$ cat config.mk
export PLATFORM = sky130hd
export DESIGN_NAME = seg7_scan_ctrl
export DESIGN_NICKNAME = d
export VERILOG_FILES = /design/src/rtl/seg7_scan_ctrl.sv
export SDC_FILE = /design/constraint.sdc
export NUM_CORES = 1
export LEC_CHECK = 0
export ABC_CLOCK_PERIOD_IN_PS = 2000
export BUFFER_PORTS_ARGS = -buffer_cell sky130_fd_sc_hd__buf_2
export CAP_MARGIN = 20
export CORE_ASPECT_RATIO = 1.25
export CORE_MARGIN = 2
export CORE_UTILIZATION = 30
export DETAILED_ROUTE_END_ITERATION = 8
export GPL_TIMING_DRIVEN = 0
export SLEW_MARGIN = 20
export SYNTH_ARGS = -nofsm -noshare
export SYNTH_HDL_FRONTEND = slang
export SYNTH_SLANG_ARGS = --single-unit
$ cat constraint.sdc
create_clock -name clk -period 2 [get_ports clk]
set_input_delay 0.3 -clock clk [delete_from_list [all_inputs] [get_ports clk]]
set_output_delay 0.3 -clock clk [all_outputs]
set_load 0.01 [all_outputs]
$ cat src/rtl/seg7_scan_ctrl.sv
// seg7_scan_ctrl
// Time-multiplexed scan controller for NDIG seven-segment digits that share
// one bcd7seg decoder. The core writes BCD values into a small register file;
// the scanner walks the digits with a fixed dwell per slot. Each slot opens
// with an all-off guard interval to suppress ghosting, then lights its digit.
// Outputs are decoded purely from registers, so there is no input-to-output
// path and en/blank_lz/writes reach the pins with one cycle of latency.

module seg7_scan_ctrl #(
  parameter int NDIG  = 8,
  parameter int DIV   = 1000,
  parameter int GUARD = 16
) (
  input  logic                    clk,
  input  logic                    rst,
  input  logic                    en,
  input  logic                    blank_lz,
  input  logic                    wr_en,
  input  logic [$clog2(NDIG)-1:0] wr_idx,
  input  logic [3:0]              wr_data,
  output logic [3:0]              bcd_o,
  output logic [NDIG-1:0]         an_o,
  output logic                    frame_o
);

  // Index and dwell-counter widths; DIV of 1 still needs a one-bit counter.
  localparam int IW = $clog2(NDIG);
  localparam int CW = (DIV > 1) ? $clog2(DIV) : 1;

  localparam logic [CW-1:0]   CNT_ZERO = CW'(0);
  localparam logic [CW-1:0]   CNT_ONE  = CW'(1);
  localparam logic [CW-1:0]   CNT_LAST = CW'(DIV - 1);
  localparam logic [IW-1:0]   IDX_ZERO = IW'(0);
  localparam logic [IW-1:0]   IDX_ONE  = IW'(1);
  localparam logic [IW-1:0]   IDX_LAST = IW'(NDIG - 1);
  localparam logic [NDIG-1:0] AN_OFF   = {NDIG{1'b1}};

  // Architectural state.
  logic [3:0]    dig_r [NDIG];
  logic [IW-1:0] idx_r;
  logic [CW-1:0] cnt_r;
  logic          frame_r;
  logic          en_r;
  logic          blank_r;

  // Next-state values.
  logic [3:0]    dig_s [NDIG];
  logic [IW-1:0] idx_s;
  logic [CW-1:0] cnt_s;
  logic          frame_s;

  // Decode helpers.
  logic            slot_end_s;
  logic            last_slot_s;
  logic            show_s;
  logic            wr_ok_s;
  logic            zero_tail_s;
  logic [NDIG-1:0] blanked_s;
  logic [NDIG-1:0] an_s;
  logic [3:0]      bcd_s;

  // Slot boundary, frame wrap and phase decode from the dwell counter.
  always_comb begin
    slot_end_s  = (cnt_r == CNT_LAST);
    last_slot_s = (idx_r == IDX_LAST);
    // SHOW once the counter has passed the guard window; GUARD of 0 means always SHOW.
    show_s      = (32'(cnt_r) >= 32'(GUARD));
    // Out-of-range indices only exist for non-power-of-two NDIG; they are dropped.
    if (wr_en) begin
      wr_ok_s = (32'(wr_idx) < 32'(NDIG));
    end else begin
      wr_ok_s = 1'b0;
    end
  end

  // Next scan position, frame strobe and register-file contents.
  always_comb begin
    idx_s   = idx_r;
    cnt_s   = cnt_r;
    frame_s = 1'b0;
    for (int i = 0; i < NDIG; i++) begin
      dig_s[i] = dig_r[i];
    end

    if (slot_end_s) begin
      cnt_s = CNT_ZERO;
      if (last_slot_s) begin
        idx_s   = IDX_ZERO;
        frame_s = 1'b1;
      end else begin
        idx_s   = idx_r + IDX_ONE;
        frame_s = 1'b0;
      end
    end else begin
      cnt_s = cnt_r + CNT_ONE;
    end

    // A write landing on a slot advance is visible through the new idx at once,
    // since both take effect on the same edge and bcd_o reads the updated file.
    for (int i = 0; i < NDIG; i++) begin
      if (wr_ok_s && (wr_idx == IW'(i))) begin
        dig_s[i] = wr_data;
      end else begin
        dig_s[i] = dig_r[i];
      end
    end
  end

  // State registers with synchronous reset; reset mid-slot restarts at digit 0 in GUARD.
  always_ff @(posedge clk) begin
    if (rst) begin
      idx_r   <= IDX_ZERO;
      cnt_r   <= CNT_ZERO;
      frame_r <= 1'b0;
      en_r    <= 1'b0;
      blank_r <= 1'b0;
      for (int i = 0; i < NDIG; i++) begin
        dig_r[i] <= 4'd0;
      end
    end else begin
      idx_r   <= idx_s;
      cnt_r   <= cnt_s;
      frame_r <= frame_s;
      en_r    <= en;
      blank_r <= blank_lz;
      for (int i = 0; i < NDIG; i++) begin
        dig_r[i] <= dig_s[i];
      end
    end
  end

  // Leading-zero blanking: walk from the top digit down, tracking whether every
  // digit at or above the current one is zero. Digit 0 always stays visible.
  always_comb begin
    zero_tail_s = 1'b1;
    blanked_s   = {NDIG{1'b0}};
    for (int i = NDIG - 1; i >= 0; i--) begin
      zero_tail_s = zero_tail_s && (dig_r[i] == 4'd0);
      if (i != 0) begin
        blanked_s[i] = blank_r && zero_tail_s;
      end else begin
        blanked_s[i] = 1'b0;
      end
    end
  end

  // Digit-enable decode: at most one active-low bit, only in SHOW with display enabled.
  always_comb begin
    an_s = AN_OFF;
    if (show_s && en_r) begin
      for (int i = 0; i < NDIG; i++) begin
        if ((idx_r == IW'(i)) && !blanked_s[i]) begin
          an_s[i] = 1'b0;
        end else begin
          an_s[i] = 1'b1;
        end
      end
    end else begin
      an_s = AN_OFF;
    end
  end

  // Shared decoder input follows the current slot's digit, guard phase included.
  always_comb begin
    bcd_s = 4'd0;
    for (int i = 0; i < NDIG; i++) begin
      if (idx_r == IW'(i)) begin
        bcd_s = dig_r[i];
      end else begin
        bcd_s = bcd_s;
      end
    end
  end

  assign bcd_o   = bcd_s;
  assign an_o    = an_s;
  assign frame_o = frame_r;

endmodule

==> results.sh <==
export IMPL_start_util=0.310
export IMPL_numCtsBuffers=5
export IMPL_hold_buffers=0
export IMPL_drv_cap=0
export IMPL_combPwrFrac=0.074
export IMPL_netlist_area_leader_share=0.395
export IMPL_placed_cells=394
export IMPL_rows=36
export IMPL_synth_top_cell_by_area="dfxtp_1"
export IMPL_ir_drop_v=0.000495
export IMPL_synth_avg_cell_area_sq_um=8.59
export IMPL_place_ws_ns=-0.361
export IMPL_h_tree_depth=2
export IMPL_synth_area_sq_um=2430
export IMPL_viasPerCell=5.20
export IMPL_cp_max_fo=4
export IMPL_insertion_delay_ns=0.30
export IMPL_crit_end="bcd_o[3]"
export IMPL_power_density_nw_per_um2=597
export IMPL_fin_cells=416
export IMPL_violations="setup timing"
export IMPL_multiInputGateArea_sq_um=1530
export IMPL_p_sw_frac=0.225
export IMPL_layout_min_cycle_time_ns=2.34
export IMPL_grt_max_degree=15
export IMPL_clock_skew_ns=0.00239
export IMPL_first_pass_iters=4
export IMPL_post_synth_top_count_cell="dfxtp_1"
export IMPL_synth_warnings=0
export IMPL_syn2layout_area_growth_pct=30.6
export IMPL_worstSetupPathType="flop to primary output"
export IMPL_portBuffers=16
export IMPL_cts_root_buffer="clkbuf_8"
export IMPL_path_cells="inv_4 > ha_4 > buf_4 > clkbuf_16 > o311ai_1 > o21ai_1 > a221oi_2 > buf_2"
export IMPL_hp_class="input port to flop"
export IMPL_clock_path_buffers=2
export IMPL_timing_fmax_mhz=427
export IMPL_path_clk_slew_ns=0.08
export IMPL_vias=2163
export IMPL_grt_ovfl_total=0
export IMPL_seqPwrFrac=0.524
export IMPL_drt_iter0_drc=169
export IMPL_grt_use_total=0.142
export IMPL_reg2reg_depth=5
export IMPL_outcome="finished, violations left"
export IMPL_drc=0
export IMPL_hold_slack_ns=0.203
export IMPL_wl_per_cell_microns=15.9
export IMPL_cp_arrival_ns=2.04
export IMPL_dpl_hpwl_microns=4480
export IMPL_gp_congestion=0.882
export IMPL_cts_sinks=48
export IMPL_fill_cells=763
export IMPL_cp_required_ns=1.70
export IMPL_synthCells=283
export IMPL_grt_pass1_vias=2047
export IMPL_end_kind="primary output"
export IMPL_nNetsFinal=340
export IMPL_p_switching_mw=0.426
export IMPL_drv_slew=0
export IMPL_ys_flop_type="dfxtp_1"
export IMPL_wl_microns=6610
export IMPL_maxSlewHeadroom=0.657
export IMPL_holdCritStartpoint="en"
export IMPL_seq_area_sq_um=975
export IMPL_leakage_nw=1.22
export IMPL_postLayoutCoreUtil=0.405
export IMPL_ys_seq_area_frac=0.395
export IMPL_r2r_start="cnt_r[0]"
export IMPL_grt_pass1_wl_microns=9940
export IMPL_ant_nets=0
export IMPL_startpoint="idx_r[1]"
export IMPL_hold_violations=0
export IMPL_async_flop_share=0
export IMPL_r2r_end="idx_r[1]"
export IMPL_ys_ff_latch=48
export IMPL_final_setup_viol_count=12
export IMPL_slowest_delay_ns=0.39
export IMPL_fin_crit_sh=1.17
export IMPL_fin_ws_ns=-0.339
export IMPL_synth_edf_count=0
export IMPL_synthTopCellsByArea="dfxtp_1 (40%), mux2i_1 (13%), nor2_1 (6.8%)"
export IMPL_core_region_area_sq_um=7840
export IMPL_antenna_found_initial=0
export IMPL_io_pins=25
export IMPL_ys_types=40
export IMPL_dieHeight_microns=105
export IMPL_drive_gt1_frac=0.259
export IMPL_grt_setup_unrepaired="yes"
export IMPL_die_area_sq_um=8840
export IMPL_r2r_setup_slack_ns=0.26
export IMPL_diodes=0
export IMPL_worst_pin_slew_ns=0.514
export IMPL_dieWidth_microns=84.5
export IMPL_crit_path_start_kind="flop"
export IMPL_cts_tree="yes"
export IMPL_p_clk_frac=0.402
export IMPL_synth_nets=303
export IMPL_synth_common_cells="dfxtp_1 (48), nor2_1 (44), mux2i_1 (32)"
export IMPL_critPathSlowestCell="dfxtp_4"
export IMPL_p_int_mw=1.47
-- placed cells by master (no fill, tap or decap), types with 4 or more instances in the layout --
master,n
buf_4,14
a21oi_1,4
o21ai_0,5
o21ai_1,4
nand4b_1,5
mux2i_1,32
nor2_1,43
dfxtp_1,43
nor2b_1,7
nand3_1,5
clkbuf_8,8
nor4_1,5
xnor2_1,4
nand2_1,21
buf_2,11
inv_1,8
a31oi_1,4
ha_4,4
o211ai_1,4
buf_6,8
clkbuf_1,11
-- registers in the layout, indices dropped and copies added (netlist names) --
name and count:
blank_r 1, cnt_r 10, idx_r 3, dig_r 32
en_r 1, frame_o 1
-- worst min-delay path by stage --
stage,to,slack [ns],cells after the start
6_report,en_r,0.20,2
5_1_grt,en_r,0.19,2
4_1_cts,en_r,0.19,2
3_5_place_dp,cnt_r[0],0.47,1
3_3_place_gp,cnt_r[0],0.46,1
2_1_floorplan,blank_r,0.43,1
-- final cells by class --
cell class,count,share of cell area
Multi-Input combinational cell,205,0.482
Sequential cell,48,0.307
Timing Repair Buffer,32,0.0796
Buffer,17,0.0382
Tap cell,95,0.0374
Clock buffer,7,0.0304
Inverter,11,0.0162
Clock inverter,1,0.00946
-- per-stage QoR --
stage	instance area, sq um	power (mW)	TNS (ns)
5_1_grt	3170	1.96	-2.57
4_1_cts	3020	1.90	-2.10
6_report	3170	1.89	-1.88
3_5_place_dp	2640	1.14	-1.32
3_3_place_gp	2640	1.14	-1.34
2_1_floorplan	2440	1.11	0
-- logic make-up after synthesis --
group / Yosys count / synth area share
AOI/OAI and AO/OA: 39 / 0.108
xor gates and xnor gates: 6 / 0.0216
adders and majority gates: 8 / 0.0412
buffers and inverters: 30 / 0.0474
DFF: 48 / 0.395
muxes: 32 / 0.132
and+or+nand+nor: 120 / 0.255
-- critical path, delay by kind of cell, from the launching register on --
kind	cells	cell delay [ns]
AOI/OAI and AO/OA	3	0.69
buffers and inverters	4	0.50
DFF	1	0.39
adders and majority gates	1	0.17
-- power groups by stage --
stage	logic (mW)	registers, mW	clock network, mW
CTS	0.132	0.991	0.777
floorplan	0.0950	1.01	0
detailed placement	0.128	1.02	0
global route	0.155	0.997	0.810
global placement	0.127	1.02	0
finish	0.140	0.993	0.762
-- what timing repair did --
action	CTS	global route
pin swaps	14	10
setup buffers	10	5
endpoints found under the setup margin	12	12
endpoints found under the hold margin	0	0
resized for setup	56	21
cloned	0	1
-- per-layer routing --
metal  global-route usage  share of wire
met2                0.245           0.50
met5                    0              0
met4               0.0646          0.029
met3               0.0284          0.039
met1                0.166           0.43
Power figures use the tool's default switching activity.
